[config.mk]
export PLATFORM = sky130hd
export DESIGN_NAME = seg_bcd_counter
export DESIGN_NICKNAME = d
export VERILOG_FILES = /design/src/rtl/seg_pkg.sv /design/src/rtl/seg_scan_mux.sv /design/src/rtl/seg_bcd_counter.sv
export SDC_FILE = /design/constraint.sdc
export NUM_CORES = 1
export LEC_CHECK = 0
export CELL_PAD_IN_SITES_DETAIL_PLACEMENT = 0
export CELL_PAD_IN_SITES_GLOBAL_PLACEMENT = 1
export CORE_MARGIN = 10
export CORE_UTILIZATION = 47
export DETAILED_ROUTE_END_ITERATION = 7
export GPL_TIMING_DRIVEN = 0
export HOLD_SLACK_MARGIN = 0.08
export PLACE_DENSITY = 0.86
export REMOVE_ABC_BUFFERS = 1
export SLEW_MARGIN = 15
export SYNTH_ARGS = -nofsm -noshare
export SYNTH_HDL_FRONTEND = slang
export SYNTH_HIERARCHICAL = 1
export SYNTH_SLANG_ARGS = --single-unit
[constraint.sdc]
create_clock -name sys_clk -period 10.54 [get_ports sys_clk]
set_clock_uncertainty 0.2 [all_clocks]
set_input_delay 2.635 -clock sys_clk [delete_from_list [all_inputs] [get_ports sys_clk]]
set_output_delay 2.635 -clock sys_clk [all_outputs]
set_load 0.02 [all_outputs]
[src/rtl/seg_pkg.sv]
// seg_pkg: shared seven-segment constants and the BCD digit encoder
// for the common-anode display bank (active-low segments, dp off).
package seg_pkg;

    localparam logic [7:0] SEG_BLANK = 8'hFF;
    localparam logic [3:0] BCD_MAX   = 4'd9;

    function automatic logic [7:0] seg_enc(input logic [3:0] d);
        case (d)
            4'd0:    seg_enc = 8'hC0;
            4'd1:    seg_enc = 8'hF9;
            4'd2:    seg_enc = 8'hA4;
            4'd3:    seg_enc = 8'hB0;
            4'd4:    seg_enc = 8'h99;
            4'd5:    seg_enc = 8'h92;
            4'd6:    seg_enc = 8'h82;
            4'd7:    seg_enc = 8'hF8;
            4'd8:    seg_enc = 8'h80;
            4'd9:    seg_enc = 8'h90;
            default: seg_enc = SEG_BLANK;
        endcase
    endfunction

endpackage

[src/rtl/seg_scan_mux.sv]
// seg_scan_mux: time-multiplexes a packed BCD vector onto one digit at a
// time, with optional leading-zero blanking.
module seg_scan_mux
    import seg_pkg::*;
#(
    parameter int DIGITS   = 6,
    parameter int SCAN_DIV = 50000,
    parameter int BLANK_LZ = 1
) (
    input  logic                  i_clk,
    input  logic                  i_rst,
    input  logic [4*DIGITS-1:0]   i_bcd,
    output logic [7:0]            o_seg_led,
    output logic [DIGITS-1:0]     o_seg_sel
);

    localparam int CW = $clog2(SCAN_DIV);
    localparam int IW = DIGITS > 1 ? $clog2(DIGITS) : 1;
    localparam logic [CW-1:0] CNT_LAST = CW'(SCAN_DIV - 1);
    localparam logic [IW-1:0] IDX_LAST = IW'(DIGITS - 1);

    logic [CW-1:0]     r_cnt;
    logic [IW-1:0]     r_idx;
    logic [7:0]        r_led;
    logic [DIGITS-1:0] r_sel;
    logic              w_wrap;
    logic [IW-1:0]     w_idx_next;
    logic [3:0]        w_digit;
    logic [DIGITS-1:0] w_blank;

    assign w_wrap     = r_cnt == CNT_LAST;
    assign w_idx_next = !w_wrap ? r_idx : (r_idx == IDX_LAST ? '0 : r_idx + 1'b1);
    assign w_digit    = i_bcd[4*w_idx_next +: 4];
    assign o_seg_led  = r_led;
    assign o_seg_sel  = r_sel;

    // Blank from the top down while every digit seen so far is zero; digit 0 always shows.
    always_comb begin
        logic v_z;
        w_blank = '0;
        v_z     = BLANK_LZ != 0;
        for (int i = DIGITS - 1; i > 0; i--) begin
            v_z        = v_z && i_bcd[4*i +: 4] == 4'd0;
            w_blank[i] = v_z;
        end
    end

    always_ff @(posedge i_clk or posedge i_rst) begin
        if (i_rst) begin
            r_cnt <= '0;
            r_idx <= '0;
            r_led <= SEG_BLANK;
            r_sel <= ~DIGITS'(1);
        end else begin
            r_cnt <= w_wrap ? '0 : r_cnt + 1'b1;
            r_idx <= w_idx_next;
            r_sel <= ~(DIGITS'(1) << w_idx_next);
            r_led <= w_blank[w_idx_next] ? SEG_BLANK : seg_enc(w_digit);
        end
    end

endmodule

[src/rtl/seg_bcd_counter.sv]
// seg_bcd_counter: N-digit BCD up/down event counter with synchronised
// pulse input and a multiplexed seven-segment display driver.
module seg_bcd_counter
    import seg_pkg::*;
#(
    parameter int DIGITS   = 6,
    parameter int SCAN_DIV = 50000,
    parameter int BLANK_LZ = 1
) (
    input  logic                sys_clk,
    input  logic                sys_rst,
    input  logic                cnt_in,
    input  logic                up_dn,
    input  logic                clr,
    input  logic                hold,
    output logic [4*DIGITS-1:0] count_bcd,
    output logic                ovf,
    output logic [7:0]          seg_led,
    output logic [DIGITS-1:0]   seg_sel
);

    logic                r_sync1;
    logic                r_sync2;
    logic                r_edge;
    logic [4*DIGITS-1:0] r_count;
    logic                r_ovf;
    logic                w_evt;
    logic                w_wrap;
    logic [4*DIGITS-1:0] w_next;

    assign w_evt     = r_sync2 & ~r_edge;
    assign count_bcd = r_count;
    assign ovf       = r_ovf;

    // Ripple carry/borrow: a digit steps only while every lower digit rolled over.
    always_comb begin
        logic       v_c;
        logic [3:0] v_d;
        w_next = r_count;
        v_c    = 1'b1;
        for (int i = 0; i < DIGITS; i++) begin
            v_d = r_count[4*i +: 4];
            if (v_c) begin
                w_next[4*i +: 4] = up_dn ? (v_d == BCD_MAX ? 4'd0 : v_d + 4'd1)
                                         : (v_d == 4'd0 ? BCD_MAX : v_d - 4'd1);
                v_c = up_dn ? v_d == BCD_MAX : v_d == 4'd0;
            end
        end
        w_wrap = v_c;
    end

    always_ff @(posedge sys_clk or posedge sys_rst) begin
        if (sys_rst) begin
            r_sync1 <= 1'b0;
            r_sync2 <= 1'b0;
            r_edge  <= 1'b0;
            r_count <= '0;
            r_ovf   <= 1'b0;
        end else begin
            r_sync1 <= cnt_in;
            r_sync2 <= r_sync1;
            r_edge  <= r_sync2;
            r_count <= clr ? '0 : (hold || !w_evt) ? r_count : w_next;
            r_ovf   <= !clr && !hold && w_evt && w_wrap;
        end
    end

    seg_scan_mux #(
        .DIGITS   (DIGITS),
        .SCAN_DIV (SCAN_DIV),
        .BLANK_LZ (BLANK_LZ)
    ) u_scan (
        .i_clk     (sys_clk),
        .i_rst     (sys_rst),
        .i_bcd     (r_count),
        .o_seg_led (seg_led),
        .o_seg_sel (seg_sel)
    );

endmodule

==> results.txt, run 1 <==
DR iter-0 viols - 234
Filler cells - 826
final RePlAce weighted congestion - 0.789
number of global-route vias before repair - 3552
worst slew pin tran - 1.07 ns
Die Width - 114 microns
n_diodes - 0
RSZ-0062 raised after global routing - false
slew margin rel. - 28.6%
Crit path largest cell delay - 0.65 ns
gr usage total - 16.1%
CTS H-tree lvls - 3
Avg Synthesized Cell Area - 8.53 sq um
initial antenna violation count - 0
synth warn - 6
Sink Count - 60
Setup crit start - hold
TritonCTS buffer count - 9
max_cap viols - 0
asr flop ratio synth - 100%
GRT overflow - 0
CTS tree - built
Worst EP arrival - 5.20 ns
CTS Hold Bufs - 0
drt total wl - 10200 microns
drt wl/cell - 16.6 microns
slowest stage cell, crit path - or4_1
# DRC - 0
crit path to - count_bcd[20]
Power per Cell Area - 103 nW/um^2
FF-to-FF Start - u_scan/r_cnt[7]
Worst Slack Setup Final - 5.43 ns
Data required, critical path - 10.63 ns
Gate Count Post-Synth - 490
Layout Nets - 511
max frequency - 0.196 GHz
Detailed Place HPWL - 6950 microns
number of core rows - 34
status - complete, no violations
Reg2Reg Depth - 9
worst-skew pair later-pin latency - 0.34 ns
sequential share of the synthesized area - 36.3%
postcts setup bufs - 0
EDFF count, synth - 0
period utilization - 48.5%
VDD IR max - 73.2 uV
critical path class - primary input to flop
share of cells above drive strength 1 - 11.2%
pre-CTS setup slack - 5.06 ns
PortBufs - 43
WHS Path Cells - 0
Tmin final - 5.11 ns
die area - 13100 sq um
drt pass-1 iters - 6
Die Y - 114 microns
root buf cell - clkbuf_8
CP Max Fanout - 10
mapped cell area - 4180 sq um
clock buffer depth - 2
#FFs+latches synth - 60
max-slew violations - 0
Via density - 6.04
largest net degree at the start of global routing - 46
CORE AREA - 8680 sq um
Worst path most repeated cell - or4_1
Clock Pin Slew Worst Setup and Hold Paths - 0.08 ns
total vias in the final route - 3723
Layout area overhead - 13.9%
Starting Density - 48.2%
LEAKAGE - 1.84 nW
final setup vio count - 0
Worst R2R End - u_scan/o_seg_led[3]
critical-path cell list - clkdlybuf4s50_1 -> or4b_4 -> a211o_1 -> or4_1 -> or4_1 -> nand2_1
crit path capture type - flop
Power, Total - 0.490 mW
Startpoint Class - primary input
setup TNS - 0 ns
R2R Setup Slk - 6.93 ns
library cells used by synthesis - 72
endpoints failing hold - 0
first-pass GRT wire length - 17600 microns
# IOs - 45
Primary FF master, synth - dfrtp_1
final core occ - 54.9%
remaining antenna violation count - 0
number of cells upsized or downsized after cts - 0
HP Class - flop to flop
-- cells in the mapped netlist (5+ instances only) --
| cell type | instances | area share [%] |
|---|---|---|
| a21oi_1 | 29 | 3.5 |
| a311oi_1 | 7 | 1.5 |
| and3_1 | 13 | 1.9 |
| clkbuf_1 | 32 | 2.9 |
| dfrtp_1 | 48 | 29 |
| dfstp_2 | 12 | 7.5 |
| inv_1 | 14 | 1.3 |
| mux2i_1 | 14 | 3.4 |
| nand2_1 | 45 | 4.0 |
| nand2b_1 | 5 | 0.75 |
| nand3_1 | 18 | 2.2 |
| nor2_1 | 48 | 4.3 |
| nor2b_1 | 5 | 0.75 |
| nor3_1 | 21 | 2.5 |
| nor4_1 | 9 | 1.3 |
| o211ai_1 | 5 | 0.90 |
| o21ai_0 | 31 | 3.7 |
| o22ai_1 | 5 | 0.75 |
| o31ai_1 | 5 | 0.90 |
| xnor2_1 | 18 | 3.8 |
| xor2_1 | 12 | 2.5 |
-- area by class of cell --
class	count	area (sq um)	area share, %
Clock buffer	9	124	2.60
Sequential cell	60	1520	31.9
Multi-Input combinational cell	370	2380	50.0
Tap cell	108	135	2.84
Timing Repair Buffer	46	468	9.83
Clock inverter	7	76.3	1.60
Inverter	16	60.1	1.26
-- critical path, delay by kind of cell --
family	cells	cell delay, ns
AOI/OAI and AO/OA	1	0.43
buffers and inverters	1	0.42
and+or+nand+nor	4	1.71
-- registers in the layout, summed over array words and instances, names as in the netlist --
| signal | cells |
|---|---|
| u_scan/r_idx | 3 |
| u_scan/r_cnt | 16 |
| u_scan/o_seg_led | 7 |
| ovf | 1 |
| count_bcd | 24 |
| r_sync1 | 1 |
| r_edge | 1 |
| r_sync2 | 1 |
| u_scan/o_seg_sel | 6 |
-- metrics by stage --
step,hold slack (ns),cell area [sq um],cells
floorplan,0.131,3960,446
global placement,0.139,4520,597
detailed placement,0.140,4560,600
CTS,0.157,4760,616
global route,0.171,4760,616
finish,0.154,4760,616
-- power by group --
group          internal [mW]  switching [mW]  total, mW
Sequential             0.234         0.00441      0.238
Combinational         0.0155          0.0248     0.0403
Clock                  0.110           0.101      0.211
-- logic make-up after synthesis --
family,share of synthesized area (%)
compound gates,21.6
xor+xnor,6.28
fa+ha+maj,0.598
buf+inv,6.79
flops,36.3
mux,4.52
other cells,0.0897
simple gates,23.8
-- how the worst min path moves through the flow --
stage               to  slack, ns     from
2_1_floorplan  r_sync2       0.13  r_sync1
3_3_place_gp   r_sync2       0.14  r_sync1
3_5_place_dp   r_sync2       0.14  r_sync1
4_1_cts        r_sync2       0.16  r_sync1
5_1_grt        r_sync2       0.17  r_sync1
6_report       r_sync2       0.15  r_sync1
-- metal layers --
layer	vias up	part of all wire, %	global-route usage, %
li1	1811	-	-
met1	1790	45	21.1
met2	107	47	25.6
met3	15	6.0	3.46
met4	0	1.4	5.26
met5	-	0	0
-- placed cells by master, fill, tap and decap left out, drive strengths merged, types with 16 or more instances in the layout --
master / n
a21oi: 30
dfrtp: 48
inv: 16
clkdlybuf4s50: 42
xnor2: 18
nor3: 21
o21ai: 34
nand2: 45
nor2: 48
nand3: 18
Note: power is estimated with default switching activity, not from simulation.
==> inputs of run 2 (changes only) <==
CORE_UTILIZATION = 39   (was 47)
PLACE_DENSITY = 0.77   (was 0.86)
clock period = 4.45 ns   (was 10.54 ns; I/O delays follow)
==> run 2 against run 1 <==
Compared with the run above: hold slack better by 0.0018 ns; wire length up 2.7%; die area up 17%; register-to-register slack worse by 6.3 ns; sequential power up 140%; final cell count up 4.5%; setup slack worse by 4.8 ns; utilization down 8.9 points; sequential share of layout area down 0.050 points; critical path depth up 4; design area up 0.16%; clock power up 100%; largest cell class unchanged.
==> results.txt, run 2 (synthesis results as in run 1) <==
status - complete, no violations (unchanged)
largest net degree at the start of global routing - 35 (was 46)
Data required, critical path - 4.51 ns (was 10.63 ns)
gr usage total - 14.3% (was 16.1%)
drt wl/cell - 16.3 microns (was 16.6 microns)
drt pass-1 iters - 5 (was 6)
max reg flops - 24 (unchanged)
pre-CTS setup slack - 0.496 ns (was 5.06 ns)
Worst EP arrival - 3.88 ns (was 5.20 ns)
WHS Path Cells - 0 (unchanged)
Net Sw Power - 0.301 mW (was 0.130 mW)
critical path class - flop to flop (was primary input to flop)
period utilization - 85.9%
clock buffer depth - 2 (unchanged)
CP Max Fanout - 17 (was 10)
LEAKAGE - 1.83 nW (was 1.84 nW)
CTS H-tree lvls - 3 (unchanged)
placed inst area - 4600 sq um (was 4560 sq um)
drt total wl - 10500 microns (was 10200 microns)
WHS Endpoint - r_sync2 (unchanged)
final instance area - 4770 sq um (was 4760 sq um)
# DRC - 0 (unchanged)
Crit path largest cell delay - 0.62 ns (was 0.65 ns)
Clock Pin Slew Worst Setup and Hold Paths - 0.08 ns (about the same)
worst hold start - r_sync1 (unchanged)
max frequency - 0.262 GHz
number of cells upsized or downsized after cts - 0 (unchanged)
total vias in the final route - 3754 (was 3723)
Starting Density - 40.3% (was 48.2%)
R2R Setup Slk - 0.63 ns (was 6.93 ns)
Tmin final - 3.82 ns
Via density - 5.83 (was 6.04)
Sw Share - 27.5% (was 26.6%)
crit path capture type - flop (unchanged)
sequential power share - 51.7% (was 48.7%)
number of core rows - 37 (was 34)
critical-path cell list - or4b_4 -> nor4_4 -> buf_6 -> buf_8 -> mux2i_1 -> o32ai_1 -> a221oi_2 -> ha_1 -> a21o_1 -> o2111ai_1 (was clkdlybuf4s50_1 -> or4b_4 -> a211o_1 -> or4_1 -> or4_1 -> nand2_1)
final RePlAce weighted congestion - 0.802 (was 0.789)
most frequent cells in the layout - nor2_1, dfrtp_1, nand2_1, clkdlybuf4s50_1, o21ai_0 (unchanged)
Power per Cell Area - 229 nW/um^2 (was 103 nW/um^2)
number of global-route vias before repair - 3467 (was 3552)
Die Width - 124 microns (was 114 microns)
RSZ-0062 raised after global routing - false (unchanged)
root buf cell - clkbuf_8 (unchanged)
worst slew pin tran - 1.09 ns (was 1.07 ns)
Worst R2R End - u_scan/o_seg_led[3] (unchanged)
remaining antenna violation count - 0 (unchanged)
Reg2Reg Depth - 10 (was 9)
# IOs - 45 (unchanged)
FF-to-FF Start - u_scan/r_cnt[11] (was u_scan/r_cnt[7])
share of cells above drive strength 1 - 11.0% (was 11.2%)
TritonCTS buffer count - 9 (unchanged)
Die Y - 124 microns (was 114 microns)
first-pass GRT wire length - 17900 microns (was 17600 microns)
combinational group share of total power - 8.7% (was 8.2%)
max-slew violations - 0 (unchanged)
Sink Count - 60 (unchanged)
CTS tree - built (unchanged)
internal power - 0.791 mW (was 0.360 mW)
slew margin rel. - 27.4% (was 28.6%)
VDD IR max - 99.4 uV (was 73.2 uV)
initial antenna violation count - 0 (unchanged)
PortBufs - 43 (unchanged)
max_cap viols - 0 (unchanged)
Layout area overhead - 14.0% (was 13.9%)
postcts setup bufs - 0 (unchanged)
DR iter-0 viols - 221 (was 234)
CORE AREA - 10400 sq um (was 8680 sq um)
Layout Nets - 511 (unchanged)
final setup vio count - 0 (unchanged)
die area - 15300 sq um (was 13100 sq um)
clock share of power - 39.6% (was 43.1%)
CTS Hold Bufs - 0 (unchanged)
worst-skew pair later-pin latency - 0.35 ns (was 0.34 ns)
n_diodes - 0 (unchanged)
HP Class - flop to flop (unchanged)
Startpoint Class - flop (was primary input)
Worst Slack Setup Final - 0.629 ns (was 5.43 ns)
GRT overflow - 0 (unchanged)
endpoints failing hold - 0 (unchanged)
Detailed Place HPWL - 7170 microns (was 6950 microns)
slowest stage cell, crit path - a221oi_2 (was or4_1)
-- run 2: cell types whose count changed in the layout (fill, tap and decap cells not counted) --
cell	delta
clkinv_2	+1
buf_8	+1
clkinvlp_4	+1
clkbuf_1	+1
clkinv_4	-1
buf_6	-1
bufinv_16	-1
inv_6	-1
-- run 2: cell type report --
cell class              count  area [sq um]
clock inverters             6          41.3
clock buffers              10           128
flip-flops and latches     60          1520
repair buffers             46           472
multi-input cells         370          2380
inverters                  16          60.1
well taps                 136           170
fillers                  1019          5600
-- run 2: routing by layer --
| metal | GRT usage, % | wire length, microns |
|---|---|---|
| met1 | 19.7 | 4850 |
| met2 | 21.2 | 4890 |
| met3 | 3.60 | 627 |
| met4 | 4.95 | 121 |
| met5 | 0 | 0 |
-- run 2: worst max path at each step --
stage,startpoint,endpoint,cells past startpoint
2_1_floorplan,u_scan/r_cnt[7],u_scan/o_seg_led[3],8
3_5_place_dp,hold,count_bcd[20],6
4_1_cts,u_scan/r_cnt[11],u_scan/o_seg_led[3],10
3_3_place_gp,up_dn,count_bcd[20],6
5_1_grt,u_scan/r_cnt[11],u_scan/o_seg_led[3],10
6_report,u_scan/r_cnt[11],u_scan/o_seg_led[3],10
-- run 2: critical path, delay by kind of cell, from the launching register on --
family / cells / cell delay, ns
compound gates: 4 / 1.01
fa+ha+maj: 1 / 0.37
buf+inv: 2 / 0.39
flops: 1 / 0.45
mux: 1 / 0.25
simple gates: 2 / 1.04
-- run 2: power by group through the flow --
stage               Clock, mW  Combinational [mW]  Sequential (mW)
global route            0.469               0.107            0.566
global placement            0              0.0939            0.574
floorplan                   0              0.0505            0.579
finish                  0.432              0.0952            0.565
detailed placement          0              0.0966            0.575
CTS                     0.445              0.0969            0.565
-- run 2: stage by stage --
stage / instances / total power [mW] / hold WS [ns] / TNS, ns / utilization [%]
finish: 644 / 1.09 / 0.156 / 0 / 46.0
detailed placement: 628 / 0.671 / 0.141 / 0 / 44.4
global route: 644 / 1.14 / 0.172 / 0 / 46.0
CTS: 644 / 1.11 / 0.159 / 0 / 46.0
global placement: 625 / 0.668 / 0.135 / -7.88 / 44.0
floorplan: 446 / 0.629 / 0.131 / 0 / -
